<file path="src/rtl/synth_seq_pkg.sv">
// synth_seq_pkg: shared states, constants and helpers for the synthesis bank sequencer.
package synth_seq_pkg;
  typedef enum logic [2:0] {IDLE, WAIT_RDY, FEED, DRAIN, FINISH} seq_state_e;
  localparam int SAMPLES_PER_SLOT = 64;
  localparam int COMPUTE_LIMIT = 32;
  localparam int DEF_MIN_GAP = 16;
  function automatic logic [4:0] next_base(input logic [4:0] b, input int nblocks);
    return (int'(b) == nblocks - 1) ? 5'd0 : b + 5'd1;
  endfunction
endpackage

</file>
<file path="src/rtl/synth_seq_gap_timer.sv">
// synth_seq_gap_timer: load/decrement pacing counter; o_zero permits the next computing transfer.
module synth_seq_gap_timer #(
  parameter int W = 5
) (
  input  logic         clk,
  input  logic         rst,
  input  logic         i_load,
  input  logic [W-1:0] i_val,
  output logic         o_zero
);
  logic [W-1:0] r_gap;
  always_ff @(posedge clk or negedge rst) begin
    if (!rst) r_gap <= '0;
    else if (i_load) r_gap <= i_val;
    else if (r_gap != '0) r_gap <= r_gap - W'(1);
  end
  assign o_zero = (r_gap == '0);
endmodule

</file>
<file path="src/rtl/synth_bank_sequencer.sv">
// synth_bank_sequencer: per-slot shift/address/stream control for the synthesis windowing stage.
// Define SYNTH_SEQ_STATS_EN to add the saturating stall_cnt output.
module synth_bank_sequencer
  import synth_seq_pkg::*;
#(
  parameter int NSLOTS  = 18,
  parameter int NBLOCKS = 32,
  parameter int MIN_GAP = DEF_MIN_GAP
) (
  input  logic        clk,
  input  logic        rst,
  input  logic        start,
  input  logic [4:0]  base_init,
  output logic        busy,
  output logic        done,
  input  logic        src_valid,
  input  logic [17:0] src_data,
  output logic        src_ready,
  input  logic        wnd_ready,
  output logic        wnd_shift,
  output logic [4:0]  wnd_base,
  output logic        wnd_valid,
  output logic [17:0] wnd_data,
  output logic [5:0]  wnd_index
`ifdef SYNTH_SEQ_STATS_EN
  ,
  output logic [15:0] stall_cnt
`endif
);
  localparam int SW = (NSLOTS > 1) ? $clog2(NSLOTS) : 1;
  localparam int GW = $clog2(MIN_GAP + 1);
  localparam logic [SW-1:0] LAST_SLOT = SW'(NSLOTS - 1);
  localparam logic [GW-1:0] GAP_LOAD = GW'(MIN_GAP - 1);
  localparam logic [5:0] LAST_IDX = 6'(SAMPLES_PER_SLOT - 1);

  seq_state_e    r_state;
  logic [SW-1:0] r_slot;
  logic [5:0]    r_idx;
  logic          r_busy, r_done, r_shift, r_valid;
  logic [4:0]    r_base;
  logic [17:0]   r_data;
  logic [5:0]    r_index;
  logic          w_gap_zero, w_compute, w_xfer;

  assign w_compute = r_idx < 6'(COMPUTE_LIMIT);
  assign src_ready = (r_state == FEED) && (!w_compute || w_gap_zero);
  assign w_xfer    = src_valid && src_ready;

  synth_seq_gap_timer #(.W(GW)) u_gap (
    .clk    (clk),
    .rst    (rst),
    .i_load (w_xfer && w_compute),
    .i_val  (GAP_LOAD),
    .o_zero (w_gap_zero)
  );

  always_ff @(posedge clk or negedge rst) begin
    if (!rst) begin
      r_state <= IDLE;
      r_slot  <= '0;
      r_idx   <= '0;
      r_busy  <= 1'b0;
      r_done  <= 1'b0;
      r_shift <= 1'b0;
      r_valid <= 1'b0;
      r_base  <= '0;
      r_data  <= '0;
      r_index <= '0;
    end else begin
      r_done  <= 1'b0;
      r_shift <= 1'b0;
      r_valid <= w_xfer;
      if (w_xfer) begin
        r_data  <= src_data;
        r_index <= r_idx;
        r_idx   <= r_idx + 6'd1;
      end
      case (r_state)
        IDLE: if (start) begin
          r_base  <= base_init;
          r_slot  <= '0;
          r_busy  <= 1'b1;
          r_state <= WAIT_RDY;
        end
        // Shift is issued one cycle before FEED so the first sample follows it.
        WAIT_RDY: if (r_shift) r_state <= FEED;
        else if (wnd_ready) begin
          r_shift <= 1'b1;
          r_idx   <= '0;
        end
        FEED: if (w_xfer && r_idx == LAST_IDX) r_state <= DRAIN;
        // The final beat is still on wnd_valid in the first DRAIN cycle.
        DRAIN: if (!r_valid && wnd_ready) begin
          if (r_slot == LAST_SLOT) begin
            r_done  <= 1'b1;
            r_state <= FINISH;
          end else begin
            r_slot  <= r_slot + SW'(1);
            r_base  <= next_base(r_base, NBLOCKS);
            r_state <= WAIT_RDY;
          end
        end
        FINISH: begin
          r_busy  <= 1'b0;
          r_state <= IDLE;
        end
        default: r_state <= IDLE;
      endcase
    end
  end

  assign busy      = r_busy;
  assign done      = r_done;
  assign wnd_shift = r_shift;
  assign wnd_base  = r_base;
  assign wnd_valid = r_valid;
  assign wnd_data  = r_data;
  assign wnd_index = r_index;

`ifdef SYNTH_SEQ_STATS_EN
  logic [15:0] r_stall;
  always_ff @(posedge clk or negedge rst) begin
    if (!rst) r_stall <= '0;
    else if (r_state == IDLE && start) r_stall <= '0;
    else if (r_state == FEED && src_valid && !src_ready && r_stall != '1) r_stall <= r_stall + 16'd1;
  end
  assign stall_cnt = r_stall;
`endif
endmodule

</file>
<file path="config.mk">
export PLATFORM = sky130hd
export DESIGN_NAME = synth_bank_sequencer
export DESIGN_NICKNAME = d
export VERILOG_FILES = /design/src/rtl/synth_seq_pkg.sv /design/src/rtl/synth_seq_gap_timer.sv /design/src/rtl/synth_bank_sequencer.sv
export SDC_FILE = /design/constraint.sdc
export NUM_CORES = 1
export LEC_CHECK = 0
export ABC_AREA = 1
export CAP_MARGIN = 30
export CORE_UTILIZATION = 44
export DETAILED_ROUTE_END_ITERATION = 8
export GPL_ROUTABILITY_DRIVEN = 0
export PLACE_DENSITY = 0.75
export REMOVE_ABC_BUFFERS = 1
export SYNTH_ARGS = -nofsm -noshare
export SYNTH_HDL_FRONTEND = slang
export SYNTH_SLANG_ARGS = --single-unit
</file>
<file path="constraint.sdc">
create_clock -name clk -period 1.4 [get_ports clk]
set_input_delay 0.28 -clock clk [delete_from_list [all_inputs] [get_ports clk]]
set_output_delay 0.28 -clock clk [all_outputs]
set_load 0.02 [all_outputs]
</file>
==> impl_metrics.ini, run 1 <==
[floorplan]
die_width_um = 77.28
design.core.area_um2 = 5473
ios = 62
starting_utilization_of_the_core_area_pct = 45.56
die_y_um = 77.28
fp.dieArea_um2 = 5972
num_rows = 27

[critical_path]
crit_path_end = src_ready
criticalPathCategory = reg -> out
arrival_ns = 1.41
timing.critical_path.from_type = flop
path_max_fanout = 2
cp_num_cells = 9
critPathLaunch = u_gap.r_gap[1]
slowest_stage = dfrtp_1
largest_stage_delay_on_the_critical_path_ns = 0.40
worstPathBufferInverterCount = 4
setup.worst_path.end_class = output pin
critPathRequiredTime_ns = 1.12
r2r_setup_slack_ns = -0.28
worstReg2RegStart = u_gap.r_gap[1]
r2r_end = r_idx[5]
worst-r2r-cell-count = 12
critical_path.top_delay_family = flip-flops
worstPathCellList = inv_2 > ha_4 > inv_2 > nor2_2 > nand2_2 > nand2_2 > nand2_1 > inv_1 > buf_6

[clock_network]
cts.sinks = 52
clock_tree.htree_level_count = 2
clock_tree_from_tritoncts = yes
clock_transition_at_path_regs_ns = 0.09
clock_insertion_delay_worst_skew_ns = 0.30
clockBufferDepth = 2
cts-buffers-inserted = 5
clock-root-buffer = clkbuf_8

[logic_synthesis]
part_of_the_yosys_area_used_for_sequential_elements_pct = 52.18
synth_seq_cells = 52
netlist_area_um2 = 2494
synth.yosys.warnings = 0
netlist_cell_types = 28
avgSynthCellArea_um2 = 8.396
syn_inst = 297

[routing]
drt-wirelength-per-cell_um = 13.17
post_drt_antenna_nets = 0
routed-via-count = 2391
drc = 0
dr.first_iter.drc_count = 74
routed_wirelength_um = 6482
detail_route.vias_per_cell = 4.860
firstDrtPassIters = 4

[global_routing]
grt_max_degree = 53
grt_pass1_vias = 2131
antenna_found_initial = 0
grt.overflow.total = 0
globalRouteTotalUtil_pct = 20.41
first_pass_grt_wire_length_um = 9542

[final_layout]
area_growth_syn_to_layout_pct = 64.58
multi_input_comb_area_um2 = 1348
nFillCells = 383
fin_nets = 455
post_route_cells_drive_above_1_share_pct = 38.33
seqCellArea_um2 = 1303
antenna_cells_inserted = 0

[sta]
timing_worst_slew_pin_value_ns = 0.2839
unrepaired_setup_endpoints_after_global_routing = yes
fin_worst_hold_slack_ns = 0.4771
final.setup_skew_ns = 0.004956
max_slew_margin_pct = 81.07
finalSetupTns_ns = -7.555
slew_viol_final = 0
share_of_the_clock_period_used_by_the_worst_path_after_layout_pct = 120.8
post_route_worst_setup_slack_ns = -0.2915
final-setup-viol-count = 40
hold_viol_final = 0
layout_min_cycle_time_ns = 1.691
achievable-frequency_ghz = 0.5912

[min_path]
hold_path_class = in -> async

[place]
place_hpwl_um = 3941
io_buffers = 61

[outcome]
status = finished, violations left
violations = setup timing

[power_and_ir_drop]
worst_vdd_ir_mv = 1.001
powerDensity_nw_per_um2 = 1748
cellLeakagePower_nw = 2.133

[flow_run]
cap_violations = 0
==> cell usage in the layout (no fill, tap or decap), types with 8 or more instances in the layout <==
cell type,count
nand3_1,8
buf_4,42
clkdlybuf4s50_1,26
inv_2,9
nor2_1,13
dlygate4sd2_1,29
nand2_1,84
nand2_4,11
nand2_2,33
inv_1,14
buf_6,13
dfrtp_1,51
==> through the flow <==
stage / setup slack, ns / std cells / utilization, % / power [mW] / cell area [um2]
3_5_place_dp: -0.4147 / 465 / 63.63 / 5.678 / 3482
4_1_cts: -0.2793 / 483 / 68.63 / 6.568 / 3756
6_report: -0.2915 / 492 / 74.99 / 7.174 / 4104
2_1_floorplan: -0.6520 / 291 / - / 3.959 / 2441
3_3_place_gp: -0.3780 / 465 / 63.63 / 5.585 / 3482
5_1_grt: -0.3846 / 492 / 74.99 / 7.604 / 4104
==> timing repair <==
item	CTS	global route
pin swaps	13	27
cloned	3	1
resized for setup	80	93
setup buffers	7	11
hold buffers	1	0
endpoints found under the hold margin	52	0
setup endpoints to repair	74	54
==> flip-flops by register name (all words and copies together) (netlist names) <==
signal,count
wnd_base,5
busy,1
wnd_shift,1
done,1
r_slot,5
wnd_valid,1
wnd_index,6
wnd_data,18
r_state,3
r_idx,6
u_gap.r_gap,5
==> where the power goes <==
part / switching [mW] / internal, mW / leakage [nW]
Clock: 0.476 / 0.341 / 0.0410
Combinational: 2.08 / 1.93 / 1.41
Sequential: 0.374 / 1.97 / 0.683
Total: 2.93 / 4.25 / 2.13
==> worst reg2reg max path, delay by kind of cell, from the launching register on <==
kind	cells	cell delay, ns
simple gates	5	0.47
fa+ha+maj	1	0.12
compound gates	1	0.12
flops	1	0.40
buf+inv	5	0.51
==> cells in the mapped netlist <==
cell | n | area share (%)
nand3_2 | 1 | 0.40
buf_6 | 2 | 0.90
o21bai_1 | 1 | 0.30
nand2_1 | 123 | 19
dfrtp_1 | 52 | 52
nand2_2 | 5 | 1.3
o21ai_1 | 2 | 0.40
inv_1 | 24 | 3.6
a21oi_1 | 3 | 0.60
nor2_1 | 20 | 3.0
nor2_4 | 1 | 0.45
buf_2 | 3 | 0.60
o21a_1 | 1 | 0.30
nor3_1 | 2 | 0.40
nand2_4 | 1 | 0.45
nor3b_1 | 2 | 0.60
o21ai_0 | 10 | 2.0
nand3_1 | 11 | 2.2
xor2_1 | 6 | 2.1
o21ai_2 | 4 | 1.4
xnor2_1 | 3 | 1.1
ha_1 | 7 | 3.5
a31oi_1 | 2 | 0.50
buf_8 | 1 | 0.60
nand4_1 | 5 | 1.3
nor2_2 | 1 | 0.25
nor3_4 | 1 | 0.65
inv_2 | 3 | 0.45
==> layer usage <==
layer / global-route usage, % / vias up / part of all wire [%]
li1: - / 1167 / -
met1: 25.92 / 1154 / 44
met2: 33.98 / 61 / 51
met3: 4.167 / 9 / 3.4
met4: 7.925 / 0 / 1.7
met5: 0 / - / 0
==> cell families (layout without fill, tap and decap cells) <==
kind of cell | count (synthesis) | after routing | share of synthesized area (%)
flip-flops | 52 | 52 | 52.18
AND/OR/NAND/NOR | 173 | 173 | 29.45
XOR/XNOR | 9 | 9 | 3.161
adder cells (fa/ha/maj) | 7 | 7 | 3.512
AO/OA/AOI/OAI | 23 | 23 | 5.519
buffers and inverters | 33 | 156 | 6.171
==> cell type report <==
| type | instances | share of cell area (%) |
|---|---|---|
| repair buffers | 122 | 28.35 |
| well taps | 72 | 2.195 |
| flip-flops and latches | 52 | 31.74 |
| inverters | 27 | 2.988 |
| multi-input cells | 212 | 32.84 |
| clock buffers | 6 | 1.768 |
| clock inverters | 1 | 0.1220 |
==> worst min-delay path by stage <==
| stage | from | slack, ns | cells past startpoint | end |
|---|---|---|---|---|
| 3_5_place_dp | rst | 0.30 | 2 | busy |
| 5_1_grt | wnd_index[4] | 0.51 | 2 | wnd_index[4] |
| 3_3_place_gp | rst | 0.29 | 2 | r_state[1] |
| 4_1_cts | wnd_index[4] | 0.48 | 2 | wnd_index[4] |
| 6_report | rst | 0.48 | 3 | busy |
| 2_1_floorplan | rst | -0.02 | 0 | busy |
(Power assumes the default switching activity.)
==> run 2, diff against run 1 <==
CORE_MARGIN = 2   (was not set)
==> run 2 against run 1 <==
  * The flow still finishes with violations (setup timing)
  * Die area rose by 5.2%
  * Clock power grew 29%
  * Critical endpoint is now wnd_data[5]
  * Sequential share of layout area is 0.79 points lower
  * Setup slack got worse by 0.052 ns
  * Power up 9.0%
  * Cell area increased by 2.4%
  * Non-clock buffer count decreased by 4
==> impl_metrics.ini, run 2 (synthesis gave the netlist of run 1 again) <==
[sta]
slew_viol_final = 0
hold_viol_final = 0
unrepaired_setup_endpoints_after_global_routing = yes
achievable-frequency_ghz = 0.5734
layout_min_cycle_time_ns = 1.744
post_route_worst_setup_slack_ns = -0.3439
share_of_the_clock_period_used_by_the_worst_path_after_layout_pct = 124.6
final-setup-viol-count = 46
timing_worst_slew_pin_value_ns = 0.2640
max_slew_margin_pct = 82.40
final.setup_skew_ns = 0.009109
fin_worst_hold_slack_ns = 0.3074

[critical_path]
largest_stage_delay_on_the_critical_path_ns = 0.40
slowest_stage = dfrtp_1
arrival_ns = 1.95
timing.critical_path.from_type = flop
worstPathCellList = inv_2 > ha_4 > inv_2 > nor2_2 > nand2_2 > nand2_2 > buf_6 > nand3_4 > buf_12 > clkbuf_16 > nand2_2 > nand2_1
critical_path.top_delay_family = buffers and inverters
setup.worst_path.end_class = flop
crit_path_frequent_cell = nand2_2
criticalPathCategory = reg -> reg
worstPathBufferInverterCount = 5
path_max_fanout = 8
critPathRequiredTime_ns = 1.61

[floorplan]
ios = 62
design.core.area_um2 = 5507
num_rows = 27
starting_utilization_of_the_core_area_pct = 45.29
die_width_um = 79.28
fp.dieArea_um2 = 6285
die_y_um = 79.28

[routing]
dr.first_iter.drc_count = 117
routed_wirelength_um = 7267
drc = 0
routed-via-count = 2457
drt-wirelength-per-cell_um = 14.80
post_drt_antenna_nets = 0
detail_route.vias_per_cell = 5.004
firstDrtPassIters = 4

[global_routing]
grt_pass1_vias = 2321
antenna_found_initial = 0
grt_max_degree = 49
grt.overflow.total = 0
globalRouteTotalUtil_pct = 20.62
first_pass_grt_wire_length_um = 10160

[clock_network]
clock_insertion_delay_worst_skew_ns = 0.31
clock_tree.htree_level_count = 2
clock_transition_at_path_regs_ns = 0.10
cts.sinks = 52
clock_tree_from_tritoncts = yes
clock-root-buffer = clkbuf_8
clockBufferDepth = 2
cts-buffers-inserted = 5

[final_layout]
most_common_library_cell_in_the_layout_ignoring_fill_and_taps = nand2_1
post_route_cells_drive_above_1_share_pct = 39.14
most-common-layout-cells = nand2_1, dfrtp_1, buf_4, nand2_2, dlygate4sd2_1
finish.cell_count_without_fillers = 491
area_growth_syn_to_layout_pct = 68.59
largest_register_ff_count = 18
antenna_cells_inserted = 0
fin_nets = 453
nFillCells = 356

[place]
placed_cells_incl_taps = 460
place_hpwl_um = 3941
dp_slack_ns = -0.4381
io_buffers = 61

[outcome]
status = finished, violations left
violations = setup timing

[power_and_ir_drop]
powerDensity_nw_per_um2 = 1859
worst_vdd_ir_mv = 1.075
cellLeakagePower_nw = 2.167

[flow_run]
cap_violations = 0

[min_path]
hold_path_class = in -> async
-- run 2: changes by cell type in the layout (fill, tap and decap cells not counted), moves of 4 or more --
cell,previous run,this run
nand2_4,11,22
o21ai_1,7,1
buf_4,42,37
nand2_1,84,79
nand2_2,33,28
o21ai_2,7,11
-- run 2: per-stage QoR --
stage	power (mW)	cell area (um2)	utilization, %	TNS, ns
final	7.817	4204	76.35	-10.55
after global routing	8.254	4204	76.35	-14.35
after CTS	6.658	3766	68.39	-8.049
after detailed placement	5.486	3432	62.33	-8.306
after global placement	5.396	3432	62.33	-5.652
after floorplan	3.959	2441	-	-14.79
-- run 2: what timing repair did --
| action | 4_1_cts | 5_1_grt |
|---|---|---|
| endpoints found under the setup margin | 78 | 52 |
| cloned | 4 | 3 |
| pin swaps | 4 | 25 |
| resized for setup | 67 | 117 |
| hold endpoints to repair | 4 | 0 |
| hold buffers | 1 | 0 |
| setup buffers | 5 | 10 |
-- run 2: final timing paths --
kind	slack, ns	cells past startpoint	to	startpoint
worst max-delay path	-0.34	12	wnd_data[5]	u_gap.r_gap[0]
worst min-delay path	0.31	2	wnd_base[3]	rst
worst max register to register	-0.34	12	wnd_data[5]	u_gap.r_gap[0]
worst min register to register	0.49	2	wnd_data[16]	wnd_data[16]
max in group asynchronous	0.63	3	r_state[1]	rst
min in group clk	0.49	3	wnd_data[16]	src_data[16]
-- run 2: layout make-up --
class	count	area (um2)	area share [%]
Tap cell	72	90.09	2.143
Clock inverter	3	42.54	1.012
Multi-Input combinational cell	213	1393	33.13
Sequential cell	52	1301	30.95
Inverter	27	126.4	3.006
Timing Repair inverter	1	8.758	0.2083
Timing Repair Buffer	118	1174	27.92
Clock buffer	5	68.82	1.637
-- run 2: power breakdown --
group          total, mW  leakage (nW)  internal (mW)  switching, mW
registers           2.36         0.684           1.97          0.389
clock network       1.05        0.0541          0.530          0.523
logic               4.40          1.43           1.97           2.43
-- run 2: routing by layer --
metal  up-vias  share of wire, %  track usage, %  wire (um)
met3        11               4.4           3.750        319
met4         0               2.4           6.552        176
met1      1205                42           26.53       3019
li1       1174                 -               -          -
met5         -                 0               0          0
met2        67                52           35.34       3752
==> run 3, diff against run 2 <==
TNS_END_PERCENT = 50   (was not set)
==> run 3 against run 2 <==
  * The flow still finishes with violations (setup timing)
  * Largest power group unchanged
  * Sequential power barely moved
  * Highest routed layer unchanged
  * Maximum frequency is 0.83% higher
  * Count of clock-buffer cells in the layout stayed put
  * Non-clock buffer count shrank 8
  * Register-to-register slack is essentially flat
  * Cell area fell by 6.6%
  * Critical endpoint unchanged
==> impl_metrics.ini, run 3 (synthesis gave the netlist of run 1 again) <==
[outcome]
status = finished, violations left
violations = setup timing

[global_routing]
grt_pass1_vias = 2321
antenna_found_initial = 0
grt.overflow.total = 0
grt_max_degree = 49
first_pass_grt_wire_length_um = 10180
globalRouteTotalUtil_pct = 20.65

[clock_network]
clock_insertion_delay_worst_skew_ns = 0.31
cts-buffers-inserted = 5
clock_tree_from_tritoncts = yes
clockBufferDepth = 2
clock-root-buffer = clkbuf_8
cts.sinks = 52
clock_tree.htree_level_count = 2
clock_transition_at_path_regs_ns = 0.10

[final_layout]
most-common-layout-cells = nand2_1, dfrtp_1, buf_4, dlygate4sd2_1, clkdlybuf4s50_1
nFillCells = 430
finish.cell_count_without_fillers = 481
antenna_cells_inserted = 0
fin_nets = 443
area_growth_syn_to_layout_pct = 57.50
most_common_library_cell_in_the_layout_ignoring_fill_and_taps = nand2_1
largest_register_ff_count = 18
post_route_cells_drive_above_1_share_pct = 30.56

[floorplan]
fp.dieArea_um2 = 6285
starting_utilization_of_the_core_area_pct = 45.29
ios = 62
die_y_um = 79.28
die_width_um = 79.28
design.core.area_um2 = 5507
num_rows = 27

[power_and_ir_drop]
powerDensity_nw_per_um2 = 1726
cellLeakagePower_nw = 2.039
p_sw_share_pct = 40.62
pwr-share-comb_pct = 50.3
worst_vdd_ir_mv = 0.8821
power_frac_seq_pct = 34.3
clock_power_share_pct = 15.4
power_report.internal_total_mw = 4.025
power.net_switching_mw = 2.754

[sta]
timing_worst_slew_pin_value_ns = 0.2591
share_of_the_clock_period_used_by_the_worst_path_after_layout_pct = 123.5
final.setup_skew_ns = 0.005426
final-setup-viol-count = 40
post_route_worst_setup_slack_ns = -0.3295
fin_worst_hold_slack_ns = 0.3069
hold_viol_final = 0
layout_min_cycle_time_ns = 1.729
max_slew_margin_pct = 82.73
slew_viol_final = 0
finalSetupTns_ns = -9.564
unrepaired_setup_endpoints_after_global_routing = yes
achievable-frequency_ghz = 0.5782

[critical_path]
largest_stage_delay_on_the_critical_path_ns = 0.40
critPathRequiredTime_ns = 1.61
setup.worst_path.end_class = flop
timing.critical_path.from_type = flop
arrival_ns = 1.94
worstReg2RegStart = u_gap.r_gap[0]
slowest_stage = dfrtp_1
r2r_setup_slack_ns = -0.33
r2r_end = wnd_data[5]
crit_path_frequent_cell = nand2_2
path_max_fanout = 8
worst-r2r-cell-count = 12
criticalPathCategory = reg -> reg
worstPathCellList = inv_2 > ha_4 > inv_2 > nor2_2 > nand2_2 > nand2_2 > buf_6 > nand3_4 > buf_12 > clkbuf_16 > nand2_2 > nand2_1

[place]
place_hpwl_um = 3941
placed_cells_incl_taps = 460
io_buffers = 61

[routing]
drc = 0
firstDrtPassIters = 4
detail_route.vias_per_cell = 4.784
routed-via-count = 2301
post_drt_antenna_nets = 0
routed_wirelength_um = 6221
dr.first_iter.drc_count = 64
drt-wirelength-per-cell_um = 12.93

[min_path]
hold_path_class = in -> async

[flow_run]
cap_violations = 0
run 3: how the worst max path moves through the flow:
| stage | start | end | slack (ns) |
|---|---|---|---|
| after floorplan | u_gap.r_gap[0] | wnd_index[5] | -0.65 |
| after global placement | u_gap.r_gap[0] | src_ready | -0.39 |
| after detailed placement | u_gap.r_gap[0] | src_ready | -0.44 |
| after CTS | u_gap.r_gap[1] | src_ready | -0.27 |
| after global routing | u_gap.r_gap[1] | wnd_data[5] | -0.39 |
| final | u_gap.r_gap[0] | wnd_data[5] | -0.33 |
run 3: layout make-up:
| type | count | area [um2] | share of cell area [%] |
|---|---|---|---|
| Sequential cell | 52 | 1301 | 33.13 |
| Multi-Input combinational cell | 212 | 1231 | 31.35 |
| Timing Repair Buffer | 110 | 1082 | 27.56 |
| Inverter | 27 | 111.4 | 2.835 |
| Tap cell | 72 | 90.09 | 2.294 |
| Clock buffer | 5 | 68.82 | 1.752 |
| Clock inverter | 3 | 42.54 | 1.083 |
run 3: worst max-delay path: cells and delay by family (launching register included):
family                   cells  cell delay (ns)
adder cells (fa/ha/maj)      1             0.13
AND/OR/NAND/NOR              6             0.52
buffers and inverters        5             0.58
flip-flops                   1             0.40
run 3: timing repair:
action                     CTS  global route
pin swaps                    1             7
hold buffers                 1             0
setup buffers                2             5
hold endpoints to repair     4             0
resized for setup           65            63
setup endpoints to repair   78            51
gates cloned                 4             1
run 3: power by group through the flow:
stage | Combinational (mW) | Sequential [mW] | Clock, mW
after floorplan | 1.29 | 2.67 | 0
after global placement | 3.12 | 2.27 | 0
after detailed placement | 3.20 | 2.28 | 0
after CTS | 3.17 | 2.26 | 1.06
after global routing | 3.77 | 2.38 | 1.12
final | 3.41 | 2.33 | 1.04
run 3: routing by layer:
layer  wire, um  global-route usage, %  share of wire (%)
met4        113                  6.552                1.8
met3        209                  3.750                3.4
met1       2785                  26.61                 45
met2       3112                  35.34                 50
met5          0                      0                  0
run 3: per-stage QoR:
stage | power (mW) | setup slack (ns) | instance area, um2 | util [%]
after floorplan | 3.959 | -0.6520 | 2441 | -
after global placement | 5.396 | -0.3865 | 3432 | 62.33
after detailed placement | 5.486 | -0.4381 | 3432 | 62.33
after CTS | 6.484 | -0.2707 | 3724 | 67.62
after global routing | 7.261 | -0.3945 | 3928 | 71.32
final | 6.779 | -0.3295 | 3928 | 71.32
